$ cat config.mk
export PLATFORM = sky130hd
export DESIGN_NAME = spi_bus_arbiter_ctrl_flat
export DESIGN_NICKNAME = d
export VERILOG_FILES = /design/src/rtl/spi_bus_arbiter_ctrl_if.sv /design/src/rtl/spi_bus_arbiter_ctrl.sv /design/src/flat_wrapper.sv
export SDC_FILE = /design/constraint.sdc
export NUM_CORES = 1
export LEC_CHECK = 0
export ABC_CLOCK_PERIOD_IN_PS = 3100
export CAP_MARGIN = 20
export CORE_AREA = 2 2 52 102
export DETAILED_ROUTE_END_ITERATION = 12
export DIE_AREA = 0 0 54 104
export DONT_BUFFER_PORTS = 1
export GPL_TIMING_DRIVEN = 0
export SYNTH_ARGS = -nofsm -noshare
export SYNTH_HDL_FRONTEND = slang
export SYNTH_SLANG_ARGS = --single-unit
$ cat constraint.sdc
create_clock -name clk -period 3.1 [get_ports clk]
set_input_delay 0.62 -clock clk [delete_from_list [all_inputs] [get_ports clk]]
set_output_delay 0.62 -clock clk [all_outputs]
set_load 0.005 [all_outputs]
$ cat src/rtl/spi_bus_arbiter_ctrl_if.sv
// spi_bus_arbiter_ctrl_if: requester handshake (req/tx_data/cpol/cpha -> gnt/busy/done/done_id/rx_data) plus SPI pins (SCLK/MOSI/MISO/SS_n); slave = arbiter side
interface spi_bus_arbiter_ctrl_if #(
    parameter int WIDTH = 8,
    parameter int NREQ = 4
);
    logic [NREQ-1:0] req;
    logic [NREQ*WIDTH-1:0] tx_data;
    logic cpol;
    logic cpha;
    logic [NREQ-1:0] gnt;
    logic busy;
    logic done;
    logic [$clog2(NREQ)-1:0] done_id;
    logic [WIDTH-1:0] rx_data;
    logic SCLK;
    logic MOSI;
    logic MISO;
    logic [NREQ-1:0] SS_n;
    modport master (
        output req, tx_data, cpol, cpha, MISO,
        input gnt, busy, done, done_id, rx_data, SCLK, MOSI, SS_n
    );
    modport slave (
        input req, tx_data, cpol, cpha, MISO,
        output gnt, busy, done, done_id, rx_data, SCLK, MOSI, SS_n
    );
endinterface

$ cat src/rtl/spi_bus_arbiter_ctrl.sv
// spi_bus_arbiter_ctrl: round-robin SPI master shared by NREQ requesters; ports clk, reset_n (async active-low), bus (slave modport: handshake + SCLK/MOSI/MISO/SS_n)
module spi_bus_arbiter_ctrl #(
    parameter int WIDTH = 8,
    parameter int NREQ = 4,
    parameter int CLK_DIV = 4
) (
    input logic clk,
    input logic reset_n,
    spi_bus_arbiter_ctrl_if.slave bus
);
    localparam int IW = $clog2(NREQ);
    localparam int DW = CLK_DIV > 1 ? $clog2(CLK_DIV) : 1;
    localparam int EW = $clog2(2 * WIDTH);
    typedef enum logic [1:0] {IDLE, SETUP, XFER, HOLD} state_t;
    state_t state, nstate;
    logic [DW-1:0] div;
    logic [EW-1:0] ecnt;
    logic [IW-1:0] ptr, id, win, done_id_q;
    logic [WIDTH-1:0] tx_sh, rx_sh, tx_sel, rx_q;
    logic cpol_q, cpha_q, phase, mosi, done_q;
    logic last_div, last_edge, sclk_edge, sample;
    assign last_div = div == DW'(CLK_DIV - 1);
    assign last_edge = ecnt == EW'(2 * WIDTH - 1);
    assign sclk_edge = state == XFER && last_div;
    assign sample = ecnt[0] == cpha_q;
    always_comb begin
        win = ptr;
        for (int k = NREQ; k >= 1; k--)
            if (bus.req[IW'((int'(ptr) + k) % NREQ)]) win = IW'((int'(ptr) + k) % NREQ);
        tx_sel = '0;
        for (int i = 0; i < NREQ; i++)
            if (win == IW'(i)) tx_sel = bus.tx_data[i*WIDTH +: WIDTH];
        nstate = state == IDLE  ? (|bus.req ? SETUP : IDLE) :
                 state == SETUP ? (last_div ? XFER : SETUP) :
                 state == XFER  ? (last_div && last_edge ? HOLD : XFER) :
                                  (last_div ? IDLE : HOLD);
    end
    always_ff @(posedge clk or negedge reset_n) begin
        if (!reset_n) begin
            state <= IDLE;
            div <= '0;
            ecnt <= '0;
            ptr <= IW'(NREQ - 1);
            id <= '0;
            tx_sh <= '0;
            rx_sh <= '0;
            rx_q <= '0;
            cpol_q <= 1'b0;
            cpha_q <= 1'b0;
            phase <= 1'b0;
            mosi <= 1'b0;
            done_q <= 1'b0;
            done_id_q <= '0;
        end else begin
            state <= nstate;
            div <= state == IDLE || last_div ? '0 : div + 1'b1;
            done_q <= state == HOLD && last_div;
            if (state == HOLD && last_div) begin
                done_id_q <= id;
                rx_q <= rx_sh;
            end
            if (state == IDLE && |bus.req) begin
                id <= win;
                ptr <= win;
                tx_sh <= bus.cpha ? tx_sel : tx_sel << 1;
                if (!bus.cpha) mosi <= tx_sel[WIDTH-1];
                cpol_q <= bus.cpol;
                cpha_q <= bus.cpha;
                ecnt <= '0;
                phase <= 1'b0;
            end
            if (sclk_edge) begin
                ecnt <= last_edge ? '0 : ecnt + 1'b1;
                phase <= ~phase;
                if (sample) rx_sh <= {rx_sh[WIDTH-2:0], bus.MISO};
                else if (!last_edge) begin
                    mosi <= tx_sh[WIDTH-1];
                    tx_sh <= tx_sh << 1;
                end
            end
        end
    end
    assign bus.gnt = state == SETUP && div == '0 ? NREQ'(1) << id : '0;
    assign bus.SS_n = state == IDLE ? '1 : ~(NREQ'(1) << id);
    assign bus.busy = state != IDLE;
    assign bus.done = done_q;
    assign bus.done_id = done_id_q;
    assign bus.rx_data = rx_q;
    assign bus.SCLK = cpol_q ^ phase;
    assign bus.MOSI = mosi;
endmodule

$ cat src/flat_wrapper.sv
// flat-port wrapper written by rule: the top's interface ports become plain ports
module spi_bus_arbiter_ctrl_flat 
#(
    parameter int WIDTH = 8,
    parameter int NREQ = 4,
    parameter int CLK_DIV = 4
)
  (clk, reset_n, bus_req, bus_tx_data, bus_cpol, bus_cpha, bus_MISO, bus_gnt, bus_busy, bus_done, bus_done_id, bus_rx_data, bus_SCLK, bus_MOSI, bus_SS_n);
  spi_bus_arbiter_ctrl_if #(.WIDTH(WIDTH), .NREQ(NREQ)) bus_i ();
  input logic clk;
  input logic reset_n;
  input wire logic [$bits(bus_i.req)-1:0] bus_req;
  input wire logic [$bits(bus_i.tx_data)-1:0] bus_tx_data;
  input wire logic [$bits(bus_i.cpol)-1:0] bus_cpol;
  input wire logic [$bits(bus_i.cpha)-1:0] bus_cpha;
  input wire logic [$bits(bus_i.MISO)-1:0] bus_MISO;
  output wire logic [$bits(bus_i.gnt)-1:0] bus_gnt;
  output wire logic [$bits(bus_i.busy)-1:0] bus_busy;
  output wire logic [$bits(bus_i.done)-1:0] bus_done;
  output wire logic [$bits(bus_i.done_id)-1:0] bus_done_id;
  output wire logic [$bits(bus_i.rx_data)-1:0] bus_rx_data;
  output wire logic [$bits(bus_i.SCLK)-1:0] bus_SCLK;
  output wire logic [$bits(bus_i.MOSI)-1:0] bus_MOSI;
  output wire logic [$bits(bus_i.SS_n)-1:0] bus_SS_n;
  assign bus_i.req = bus_req;
  assign bus_i.tx_data = bus_tx_data;
  assign bus_i.cpol = bus_cpol;
  assign bus_i.cpha = bus_cpha;
  assign bus_i.MISO = bus_MISO;
  assign bus_gnt = bus_i.gnt;
  assign bus_busy = bus_i.busy;
  assign bus_done = bus_i.done;
  assign bus_done_id = bus_i.done_id;
  assign bus_rx_data = bus_i.rx_data;
  assign bus_SCLK = bus_i.SCLK;
  assign bus_MOSI = bus_i.MOSI;
  assign bus_SS_n = bus_i.SS_n;
  spi_bus_arbiter_ctrl #(.WIDTH(WIDTH), .NREQ(NREQ), .CLK_DIV(CLK_DIV)) u_core (.clk(clk), .reset_n(reset_n), .bus(bus_i));
endmodule
==> results.yml <==
outcome:
  status: "finished clean"
setup_path:
  r2r_slack_ps: 870
  endpoint: "u_core.tx_sh[6]"
  reg2reg_depth: 7
  crit_path_end_kind: "flip-flop"
  setup.worst_path.class: "reg -> reg"
  critPathArrivalTime_ps: 2410
  worstSetupStartpoint: "u_core.ptr[0]"
  critPathMaxFanout: 10
  r2r-start: "u_core.ptr[0]"
  r2r-end: "u_core.tx_sh[6]"
  start_kind: "flip-flop"
  critPathRequiredTime_ps: 3280
synthesis:
  ys_seq_elements: 43
  syn_avg_cell_area_um2: 10.2
  synth_top_area_share_pct: 43.8
  ys_seq_area_share_pct: 46.0
  synthesis.area_um2: 2340
  synth_compound_area_share_pct: 20.7
  synth_mux_area_share_pct: 12.1
  synth_top_family_by_area: "compound AO/OA/AOI/OAI gates"
  synthTopCellsByCount: "dfrtp_1 (41), nand2_1 (35), a211oi_1 (20)"
  netlist_instances: 229
  yosys.area_share.xor_xnor_pct: 1.12
  synth_edf_count: 0
  syn_nets: 273
  synthArstFlopShare_pct: 100
  synth_adder_area_share_pct: 1.60
  synthTopCellsByArea: "dfrtp_1 (44%), mux2_2 (8.6%), a211oi_1 (6.4%)"
  synthDistinctLibCells: 44
  ys_warn_count: 0
  synthFlopType: "dfrtp_1"
  synth-simple-area-share_pct: 13.9
  yosysMostFrequentCell: "dfrtp_1"
  yosys.area.top_type: "dfrtp_1"
global_route:
  antenna_found_initial: 0
  gr-max-usage-layer: "met2"
  grt_util_all_layers_pct: 19.2
  grt_pass1_vias: 1809
  grt_pass1_wl_um: 8140
  grt_overflow: 0
  met1_usage_pct: 19.3
  use_met2_pct: 36.1
  grt_max_degree: 44
  grt.met3_usage_pct: 2.73
clocking:
  insertion_delay_ps: 290
  cts_max_path_buffers: 2
  cts_root_buf: "clkbuf_8"
  htreeDepth: 2
  cts_tree: "done"
  numCtsBuffers: 5
  cts.reportedPaths.clkPinSlew_ps: 80
  post_cts_buffers: 0
  cts.sink_count: 43
pwr:
  irDropWorstVdd_mv: 0.532
  p_int_uw: 1490
  share_comb_of_total_power_pct: 41.2
  switching_power_uw: 875
  leakage_uw: 0.00119
  clkPwrFrac_pct: 21.6
  power_density_nw_per_um2: 916
  swShare_pct: 37.0
  pwr-share-seq_pct: 37.3
placement:
  port-buffer-count: 0
  place_congestion: 0.796
  hpwlAfterDp_um: 3780
  placed_cell_area_um2: 2420
route:
  drc_errors: 0
  vias: 1756
  viasPerCell: 5.93
  routed_wl_um: 4930
  first_iter_violations: 24
  wl_per_cell_um: 16.7
  drt_pass1_iterations: 4
  drtAntennaViolNets: 0
run:
  cap_viol_max_count: 0
cells_and_area:
  final_area_um2: 2580
  register_area_um2: 1080
  num_antenna_cells: 0
  syn_to_final_growth_pct: 9.98
  multiInputGateArea_um2: 1160
  drive_above_1_share_pct: 18.0
  nets: 282
  final.fill_count: 469
sta:
  tightest_slew_ps: 728
  skew_ps: 5.84
  hold_viol: 0
  finalSetupViolations: 0
  final.min_clock_period_ps: 2230
  max_freq_ghz: 0.449
  fin_setup_tns_ps: 0
  slew_headroom_pct: 51.3
  holdWs_ps: 14.0
  fin_crit_sh_pct: 71.9
  slew_violations: 0
  rsz0062_at_grt: "false"
die:
  start_util_pct: 48.2
  die_area_um2: 5620
  die_width_um: 54
  die_h_um: 104
  core_area_um2: 4860
  ios: 63
  rows: 36
min_path:
  min_path_type: "in -> async"
==> metrics by stage <==
step           power (µW)  utilization [%]  worst slack, ps  cells
2_1_floorplan        1660                -              973    229
3_3_place_gp         1840             49.7              784    286
3_5_place_dp         1870             49.7              767    286
4_1_cts              2380             52.4              834    294
5_1_grt              2550             53.0              607    296
6_report             2360             53.0              871    296
==> kinds of logic after synthesis <==
| family | count (synthesis) |
|---|---|
| mux | 26 |
| flops | 43 |
| fa+ha+maj | 3 |
| simple gates | 70 |
| xor+xnor | 3 |
| compound gates | 59 |
| buf+inv | 25 |
==> worst min path at each step <==
stage / start / endpoint / slack (ps) / depth (start not counted)
after detailed placement: reset_n / u_core.bus.rx_data[1] / 330 / 0
after global routing: reset_n / u_core.tx_sh[7] / 0.1 / 0
after global placement: reset_n / u_core.bus.rx_data[1] / 330 / 0
after CTS: reset_n / u_core.bus.rx_data[1] / 3 / 0
after floorplan: reset_n / u_core.bus.MOSI / 320 / 0
final: reset_n / u_core.tx_sh[7] / 10 / 0
==> sequential cells by signal (all words and copies together) (netlist names), 2 cells and up <==
name                count
u_core.bus.done_id      2
u_core.bus.rx_data      8
u_core.div              2
u_core.ecnt             4
u_core.id               2
u_core.ptr              2
u_core.rx_sh            8
u_core.state            2
u_core.tx_sh            8
==> power by group through the flow <==
| stage | clock [µW] | combinational, µW | sequential (µW) |
|---|---|---|---|
| 6_report | 509 | 973 | 880 |
| 5_1_grt | 551 | 1100 | 906 |
| 4_1_cts | 522 | 977 | 882 |
| 3_5_place_dp | 0 | 975 | 892 |
| 3_3_place_gp | 0 | 951 | 887 |
| 2_1_floorplan | 0 | 806 | 854 |
==> layer usage <==
metal	part of all wire, %	vias up	wire, µm
met3	4.0	7	199
met2	58	50	2880
met4	1.8	0	90
li1	-	845	-
met5	0	-	0
met1	36	854	1760
==> final cells by class <==
cell class | instances | share of cell area [%]
multi-input cells | 161 | 44.9
flip-flops and latches | 43 | 41.8
clock buffers | 6 | 2.81
well taps | 57 | 2.77
plain buffers | 13 | 2.43
clock inverters | 2 | 2.33
inverters | 12 | 1.75
repair buffers | 2 | 1.16
==> cell usage in the layout (no fill, tap or decap), types with 2 or more instances in the layout <==
cell type / netlist / layout
nand3b_1: 3 / 3
inv_1: 12 / 12
a211oi_2: 6 / 6
nor2_1: 9 / 9
or3_1: 3 / 3
clkbuf_8: 0 / 5
nand3_1: 6 / 6
mux2i_1: 8 / 8
o21ai_0: 8 / 8
o32a_1: 7 / 7
clkbuf_1: 9 / 10
a211oi_1: 20 / 20
dfrtp_1: 41 / 41
nand2b_1: 3 / 3
a31oi_1: 2 / 2
buf_2: 2 / 2
ha_1: 3 / 3
nor3_1: 2 / 2
nand2_1: 35 / 35
xor2_1: 2 / 2
nor3b_1: 3 / 3
dfstp_2: 2 / 2
bufinv_16: 0 / 2
a21oi_1: 4 / 4
mux2_2: 18 / 18
==> worst max-delay path, stage by stage (launching register included) <==
cell,delay [ps]
dfstp_2,570
nand2b_1,150
o2bb2ai_1,130
nor2_2,310
buf_4,250
buf_2,250
a211oi_1,110
o32a_1,340
==> timing repair <==
action	4_1_cts	5_1_grt
endpoints found under the hold margin	0	32
hold buffers	0	2
gates resized for setup	0	0
endpoints found under the setup margin	0	0
No activity file was read; power rests on OpenSTA's default activity.
